===== config.mk =====
export PLATFORM = sky130hd
export DESIGN_NAME = down_sample
export DESIGN_NICKNAME = d
export VERILOG_FILES = /design/src/rtl/down_sample.sv
export SDC_FILE = /design/constraint.sdc
export NUM_CORES = 1
export LEC_CHECK = 0
export ABC_AREA = 1
export CORE_MARGIN = 2
export CORE_UTILIZATION = 62
export DETAILED_ROUTE_END_ITERATION = 6
export GPL_TIMING_DRIVEN = 0
export PLACE_DENSITY = 0.94
export SYNTH_ARGS = -nofsm -noshare
export SYNTH_HDL_FRONTEND = slang
export SYNTH_SLANG_ARGS = --single-unit

===== constraint.sdc =====
create_clock -name clk -period 4 [get_ports clk]
set_input_delay 0.8 -clock clk [delete_from_list [all_inputs] [get_ports clk]]
set_output_delay 0.8 -clock clk [all_outputs]
set_load 0.005 [all_outputs]

===== src/rtl/down_sample.sv =====
// 2x2 decimator: keeps even-column/even-row pixels of a raster stream and
// buffers them in a small FWFT FIFO presented through a valid/rd_en pull port.
module down_sample #(
  parameter int unsigned IMG_WIDTH  = 640,
  parameter int unsigned IMG_HEIGHT = 480,
  parameter int unsigned DATA_W     = 8,
  parameter int unsigned FIFO_DEPTH = 4
) (
  input  logic              clk,
  input  logic              global_reset,
  input  logic              start,
  input  logic [DATA_W-1:0] data_in,
  input  logic              valid_in,
  output logic              src_rd_en,
  input  logic              rd_en,
  output logic [DATA_W-1:0] data_out,
  output logic              valid_out,
  output logic              busy,
  output logic              frame_done
);

  localparam int unsigned COL_W = $clog2(IMG_WIDTH);
  localparam int unsigned ROW_W = $clog2(IMG_HEIGHT);
  localparam int unsigned PTR_W = $clog2(FIFO_DEPTH);
  localparam int unsigned CNT_W = PTR_W + 1;
  localparam logic [COL_W-1:0] COL_LAST = COL_W'(IMG_WIDTH - 1);
  localparam logic [ROW_W-1:0] ROW_LAST = ROW_W'(IMG_HEIGHT - 1);
  localparam logic [CNT_W-1:0] CNT_FULL = CNT_W'(FIFO_DEPTH);

  typedef enum logic [1:0] {
    S_IDLE,
    S_STREAM,
    S_DRAIN,
    S_DONE
  } state_e;

  state_e            state_q, state_d;
  logic [COL_W-1:0]  col_q, col_d;
  logic [ROW_W-1:0]  row_q, row_d;
  logic [PTR_W-1:0]  wr_ptr_q, wr_ptr_d;
  logic [PTR_W-1:0]  rd_ptr_q, rd_ptr_d;
  logic [CNT_W-1:0]  cnt_q, cnt_d;
  logic [DATA_W-1:0] mem_q [FIFO_DEPTH];
  logic              busy_q, frame_done_q;

  logic accept, keep, push, pop, last_pix;

  assign src_rd_en  = (state_q == S_STREAM) && (cnt_q < CNT_FULL);
  assign valid_out  = (cnt_q != '0);
  // Gate the head so the port reads zero whenever nothing is buffered.
  assign data_out   = valid_out ? mem_q[rd_ptr_q] : '0;
  assign busy       = busy_q;
  assign frame_done = frame_done_q;

  assign accept   = src_rd_en && valid_in;
  assign keep     = !col_q[0] && !row_q[0];
  assign push     = accept && keep;
  assign pop      = rd_en && valid_out;
  assign last_pix = (col_q == COL_LAST) && (row_q == ROW_LAST);

  // Frame sequencing
  always_comb begin
    state_d = state_q;
    case (state_q)
      S_IDLE:   if (start) state_d = S_STREAM;
      S_STREAM: if (accept && last_pix) state_d = S_DRAIN;
      S_DRAIN:  if (cnt_q == '0) state_d = S_DONE;
      S_DONE:   state_d = S_IDLE;
      default:  state_d = S_IDLE;
    endcase
  end

  // Raster position; discarded pixels still advance it
  always_comb begin
    col_d = col_q;
    row_d = row_q;
    if (accept) begin
      if (col_q == COL_LAST) begin
        col_d = '0;
        row_d = (row_q == ROW_LAST) ? '0 : row_q + ROW_W'(1);
      end else begin
        col_d = col_q + COL_W'(1);
      end
    end
  end

  // FIFO bookkeeping; simultaneous push and pop leaves the count unchanged
  always_comb begin
    wr_ptr_d = push ? wr_ptr_q + PTR_W'(1) : wr_ptr_q;
    rd_ptr_d = pop  ? rd_ptr_q + PTR_W'(1) : rd_ptr_q;
    cnt_d    = cnt_q;
    case ({push, pop})
      2'b10:   cnt_d = cnt_q + CNT_W'(1);
      2'b01:   cnt_d = cnt_q - CNT_W'(1);
      default: cnt_d = cnt_q;
    endcase
  end

  always_ff @(posedge clk) begin
    if (global_reset) begin
      state_q      <= S_IDLE;
      col_q        <= '0;
      row_q        <= '0;
      wr_ptr_q     <= '0;
      rd_ptr_q     <= '0;
      cnt_q        <= '0;
      busy_q       <= 1'b0;
      frame_done_q <= 1'b0;
    end else begin
      state_q      <= state_d;
      col_q        <= col_d;
      row_q        <= row_d;
      wr_ptr_q     <= wr_ptr_d;
      rd_ptr_q     <= rd_ptr_d;
      cnt_q        <= cnt_d;
      busy_q       <= (state_d == S_STREAM) || (state_d == S_DRAIN);
      frame_done_q <= (state_d == S_DONE);
    end
  end

  // Storage needs no reset: reads are masked by the count
  always_ff @(posedge clk) begin
    if (push) mem_q[wr_ptr_q] <= data_in;
  end

endmodule


==> flow_results.org <==
** Logic synthesis
- Synth Instances :: 346
- Synthesis produced a netlist with a net count of 368.
- A synthesized cell averages 8.599 sq um.
- Of the total synthesized cell area, the portion taken by XOR and XNOR cells is 0.01177.
- During synthesis, Yosys emitted a total of 0 warnings.
- Main combinational cell family by area after synthesis :: simple AND/OR/NAND/NOR gates
- Largest area contributor in the synthesized netlist :: sky130_fd_sc_hd__edfxtp_1
- Yosys mapped a number of flops with a built-in enable equal to 32.
- Of the total synthesized cell area, the portion taken by AND, OR, NAND and NOR gates is 0.2616.
- Post-synth top flop :: sky130_fd_sc_hd__edfxtp_1
- Among all cell types in the netlist, the one instantiated most often is sky130_fd_sc_hd__nor2_1.
- Of the total synthesized cell area, the portion taken by full adders, half adders and majority gates is 0.04037.
- Synth async-reset ratio :: 0
- Measured against the total synthesized area, the mux share comes to 0.
- Register area share after synthesis :: 0.5383
- The synthesized netlist occupies a cell area of 2975 sq um.
- Synth Register Bits :: 64
- Of the post-synthesis cell area, the dominant cell type holds 0.3230.
- The complex-gate fraction of the synthesized area was 0.08579.
- Synth top cells by count :: 80 x sky130_fd_sc_hd__nor2_1, 55 x sky130_fd_sc_hd__nand2_1, 40 x sky130_fd_sc_hd__inv_1
- The synthesized netlist contains 26 unique library cells.
- Leading cell types by total area after synthesis :: sky130_fd_sc_hd__edfxtp_1 32%, sky130_fd_sc_hd__dfxtp_1 22%, sky130_fd_sc_hd__nor2_1 10%

** GRT
- Initial antenna violation count :: 0
- GRT Residual Overflow :: 0
- First-pass GRT wire length :: 10130 um
- For this run, the total global-route usage over all layers was measured as 0.2589.
- Pin count of the biggest net entering global routing :: 11
- The number of global-route vias before repair is 2343.

** Critical path
- The setup path with the least slack is of type flop to output port.
- Maximum fanout count along the critical path :: 9
- Crit path max-delay cell type :: sky130_fd_sc_hd__clkdlybuf4s50_1
- Worst EP arrival :: 2.24 ns
- The largest single stage delay on the critical path is 0.53 ns.
- Required time at the worst-slack endpoint :: 3.20 ns
- Sort of element at the end of the critical path :: output port
- The signal on the critical path passes through clkbuf_1, inv_1, nor2_1, o21ai_0, a21oi_1, clkdlybuf4s50_1.
- Launching element type of the critical path :: flop

** STA
- In this run the tightest slew margin relative to its limit is 0.4615.
- The final-report hold violation count came to 0.
- Unrepaired setup endpoints after global routing :: false
- For the pin with the worst max-slew slack, the measured transition is 0.8048 ns.
- For the final routed database, the setup TNS stands at 0 ns.
- Based on the critical path, the design can be clocked at up to 328.6 MHz.
- Between clock sinks in the finished design, the worst skew comes to 0.008543 ns.
- The number of max-slew violations in the final report is 0.
- Final critical-path share of the clock period :: 0.7609
- Shortest period the worst path allows :: 3.044 ns
- Setup violations remaining at the end of the flow were counted as 0.

** CTS
- In this run the post-CTS setup repair buffer count came out at 0.
- Maximum number of buffers from clock root to sink :: 2
- Clock insertion delay at the later pin of the skew report :: 0.35 ns
- TritonCTS built the clock tree.
- Root buffer selected by CTS :: sky130_fd_sc_hd__clkbuf_8
- Number of levels the H-tree was split into :: 3
- TritonCTS created 9 clock buffers.
- Clock sinks :: 64
- Hold repair after CTS inserted 0 buffers.
- Gates resized, CTS repair :: 0
- Clock input transition at the sequential cells of the worst setup and hold paths :: 0.07 ns

** Finish
- Relative to the synthesized area, the layout overhead comes to 16.06%.
- In the final layout, the share of cells above drive strength 1 is 0.08052.
- At the end of the flow, the number of nets in the layout was 402.
- Number of antenna diodes :: 0
- Summing all multi-input logic gate instances after layout gives 1189 sq um.
- Measured on the finished design, the core utilization comes to 0.7409.
- Fill cell total of the finished layout :: 344
- FF+latch area :: 1602 sq um

** Floorplanning
- Full die area :: 5369 sq um
- After floorplanning, the core was divided into 25 placement rows.
- Overall die height :: 73.28 um
- The floorplan step defined a core boundary enclosing 4661 sq um.
- Effective utilization at floorplan :: 0.6384
- X dimension of the die :: 73.28 um
- # IOs :: 25

** Worst hold path
- The min-delay analysis places its worst path in the category flop to flop.

** Drt
- After detailed routing, the number of remaining DRC violations is 0.
- In the routed layout, each cell is associated on average with a via count of 5.369.
- In the final routed layout, each cell accounts on average for 14.12 um.
- Total vias in the final route :: 2357
- First-pass DRT Iterations :: 4
- For this block, the routed nets add up to 6200 um of wire.
- Detailed Route Iter0 Violations :: 148
- Count of nets left with antenna violations after detail routing :: 0

** Place
- Routability-driven placement finished with a final weighted congestion of 0.8630.
- Buffers on Ports :: 23
- HPWL after detailed placement :: 4260 um

** Run status
- Result of the run :: completed

** Flow run
- Number of maximum-capacitance violations :: 0

** Power
- Leakage power total :: 1.288 nW
- For this design the ratio of total power to cell area is 432.5 nW/um^2.
- IR analysis of the VDD net gives a maximum drop of 0.0002076 V.
[worst paths after layout]
path | startpoint | endpoint | slack, ns | cells past startpoint
min reg2reg | rd_ptr_q[1] | rd_ptr_q[1] | 0.48 | 2
min | rd_ptr_q[1] | rd_ptr_q[1] | 0.48 | 2
max reg2reg | cnt_q[2] | cnt_q[2] | 1.91 | 11
max | flop | data_out[2] | 0.96 | 6
[metrics by stage]
stage	cells	total power, W	setup slack, ns	cell area, sq um	hold slack [ns]
after detailed placement	423	0.0009842	1.146	3273	0.4672
after floorplan	346	0.0008683	1.798	2975	0.4363
after global placement	423	0.0009697	1.198	3273	0.4505
final	439	0.001493	0.9565	3453	0.4836
after CTS	439	0.001500	0.9460	3453	0.4778
after global routing	439	0.001556	0.7665	3453	0.4964
[layer usage]
metal,GRT usage,vias to the layer above,wire length (um)
met4,0.1379,0,182
met2,0.4765,54,3326
met1,0.2706,1097,2450
li1,-,1188,-
met5,0,-,0
met3,0.05898,18,240
[layout make-up]
cell class | count | area share
timing repair buffer | 23 | 0.06667
sequential | 64 | 0.4638
inverter | 42 | 0.04638
clock inverter | 4 | 0.01304
buffer | 6 | 0.007246
multi-input combinational | 234 | 0.3442
clock buffer | 12 | 0.03913
tap | 54 | 0.01957
[worst max-delay path, delay by kind of cell, from the launching register on]
family	cells	cell delay, ns
DFF	1	0.31
AOI/OAI and AO/OA	2	0.27
buffers and inverters	3	1.17
and+or+nand+nor	1	0.16
[cell usage in the layout (no fill, tap or decap), types with 3 or more instances in the layout]
| cell type | count |
|---|---|
| sky130_fd_sc_hd__nor2_1 | 80 |
| sky130_fd_sc_hd__nand2_1 | 55 |
| sky130_fd_sc_hd__inv_1 | 40 |
| sky130_fd_sc_hd__dfxtp_1 | 32 |
| sky130_fd_sc_hd__edfxtp_1 | 32 |
| sky130_fd_sc_hd__a21oi_1 | 26 |
| sky130_fd_sc_hd__clkdlybuf4s50_1 | 23 |
| sky130_fd_sc_hd__o21ai_0 | 22 |
| sky130_fd_sc_hd__nand3_1 | 16 |
| sky130_fd_sc_hd__clkbuf_8 | 9 |
| sky130_fd_sc_hd__ha_1 | 8 |
| sky130_fd_sc_hd__clkbuf_1 | 7 |
| sky130_fd_sc_hd__nor2_4 | 5 |
| sky130_fd_sc_hd__nand4_1 | 4 |
| sky130_fd_sc_hd__nand3_4 | 3 |
| sky130_fd_sc_hd__nand2_2 | 3 |
| sky130_fd_sc_hd__xor2_1 | 3 |
| sky130_fd_sc_hd__clkinv_2 | 3 |
[report_power, final]
part / internal [W] / total, W / switching, W
sequential: 0.000710 / 0.000725 / 0.0000141
combinational: 0.000107 / 0.000245 / 0.000138
clock: 0.000285 / 0.000524 / 0.000239
total: 0.00110 / 0.00149 / 0.000391
[sequential cells by signal, indices dropped and copies added, names as in the netlist, named ones only]
signal / count
wr_ptr_q: 2
frame_done: 1
state_q: 2
cnt_q: 3
busy: 1
rd_ptr_q: 2
row_q: 9
mem_q: 32
col_q: 10
[kinds of logic after synthesis]
family / after synthesis
AND/OR/NAND/NOR: 171
flip-flops: 64
AO/OA/AOI/OAI: 50
buffers and inverters: 48
adder cells (fa/ha/maj): 9
XOR/XNOR: 4
Note: power is estimated with default switching activity, not from simulation.
==> patch, RTL diff (config.mk and constraints unchanged) <==
The 4 states of `state_e` get a one-hot encoding in 4 bits.
--- a/src/rtl/down_sample.sv
+++ b/src/rtl/down_sample.sv
@@ -29,7 +29,7 @@
 
-  typedef enum logic [1:0] {
-    S_IDLE,
-    S_STREAM,
-    S_DRAIN,
-    S_DONE
+  typedef enum logic [3:0] {
+    S_IDLE   = 4'b0001,
+    S_STREAM = 4'b0010,
+    S_DRAIN  = 4'b0100,
+    S_DONE   = 4'b1000
   } state_e;
Behaviour: same outputs for any inputs over 10 cycles, from zero or initial values and one cycle with global_reset high; not proved beyond that.
==> patch against the original RTL <==
Routed wire length up 1.2%; cell area grew 5.8%; critical path type unchanged; sequential cell count up 2; count of clock-buffer cells in the layout down 1; worst setup slack lost 39 ps; die area rose by 4.3%; via count is 5.1% higher; maximum frequency decreased by 1.3%; area after synthesis grew 4.6%.
Power is not compared: it rests on default switching activity, and its combinational part moved more than twofold at a synthesized area within 25%.
==> patch: results (changes against the original RTL) <==
[metrics] met1 wire length: 2600 um (+6.2%)
[metrics] initial drt markers: 140 (-5.4%)
[metrics] proportion of layout cells with a drive suffix above 1: 11.3% (+3.2 points)
[metrics] number of global-route vias before repair: 2338 (-0.21%)
[metrics] most used flip-flop cell after synthesis: sky130_fd_sc_hd__dfxtp_1
[metrics] Overall Global Routing Usage: 24.6% (-1.3 points)
[metrics] sequential share of the synthesized area: 52.8% (-1.1 points)
[metrics] postcts setup bufs: 0 (unchanged)
[metrics] number of library cell types mapped by synthesis: 28 (+7.7%)
[metrics] IO buf count: 24 (+4.3%)
[metrics] Detail Route met3 WL: 203 um (-15%)
[metrics] GR Util met2: 44.8% (-2.8 points)
[metrics] maximum number of pins on one net before global-route repair: 12 (+1)
[metrics] setup clock skew after layout: 7.93 ps (-0.618 ps)
[metrics] tightest hold margin: 478 ps (-5.23 ps)
[metrics] critical-path cell with the highest stage delay: sky130_fd_sc_hd__clkdlybuf4s50_1
[metrics] path category of the worst min-delay check: reg -> reg
[metrics] Detail Placement HPWL: 4460 um (+4.7%)
[metrics] placed cell count: 451 (+6.6%)
[metrics] placed inst area: 3440 um^2 (+5.0%)
[metrics] detailed-route wire length: 6280 um (+1.2%)
[metrics] worst-case setup slack after placement: 1170 ps (+26.1 ps)
[metrics] outcome: finished clean
[metrics] average wire length per cell after detail routing: 13.4 um (-4.8%)
[metrics] worst endpoint data arrival time: 2280 ps (+40 ps)
[metrics] share of the synthesized area in compound gates (AO/OA/AOI/OAI): 9.69% (+1.1 points)
[metrics] peak per-stage delay on the critical path: 520 ps
[metrics] wire length of the first global-routing pass: 10200 um (+1.2%)
[metrics] vias after detailed routing: 2478 (+5.1%)
[metrics] routing usage on met3: 5.35% (-0.54 points)
[metrics] transition time at the pin with the least slew margin: 822 ps (+17.4 ps)
[metrics] net count after synthesis: 381 (+3.5%)
[metrics] leading cell types by total area after synthesis: sky130_fd_sc_hd__edfxtp_1 31%, sky130_fd_sc_hd__dfxtp_1 22%, sky130_fd_sc_hd__nor2_1 7.5%, sky130_fd_sc_hd__nand2_1 6.2%, sky130_fd_sc_hd__inv_1 5.5%
[metrics] weighted congestion at the end of routability-driven global placement: 0.881 (+2.1%)
[metrics] routing usage on met1: 27.2% (+0.11 points)
[metrics] metal2 WL: 3350 um (+0.81%)
[metrics] arithmetic-cell share of the synthesized area counting full adders, half adders and majority gates: 3.46% (-0.58 points)
[metrics] min Tclk post-route: 3080 ps (+38.8 ps)
[metrics] Sequential cell area: 1640 um^2 (+2.5%)
[metrics] Synth Area in XOR/XNOR: 0.523% (-0.65 points)
[metrics] Gate Count Post-Synth: 360 (+4.0%)
==> patch: final timing paths <==
path	start	to	cells past startpoint
worst max register to register	state_q[1]	cnt_q[1]	11
worst min-delay path	rd_ptr_q[1]	rd_ptr_q[1]	2
worst min register to register	rd_ptr_q[1]	rd_ptr_q[1]	2
worst max-delay path	flip-flop	data_out[5]	6
==> patch: logic make-up after synthesis <==
family	after synthesis
adder cells (fa/ha/maj)	8
XOR/XNOR	1
flip-flops	66
buffers and inverters	58
AO/OA/AOI/OAI	59
AND/OR/NAND/NOR	168
==> patch: power breakdown <==
part           internal [mW]  switching (mW)  total [mW]
logic                 0.0343          0.0427      0.0770
clock network          0.366           0.253       0.619
registers              0.714         0.00451       0.719
==> patch: cell type report <==
cell class                 count  share of cell area [%]
tap                           67                    2.29
clock buffer                  11                    3.87
clock inverter                 5                    2.12
buffer                         7                    1.03
sequential                    66                    44.9
multi-input combinational    236                    34.0
inverter                      51                    5.24
timing repair buffer          24                    6.57
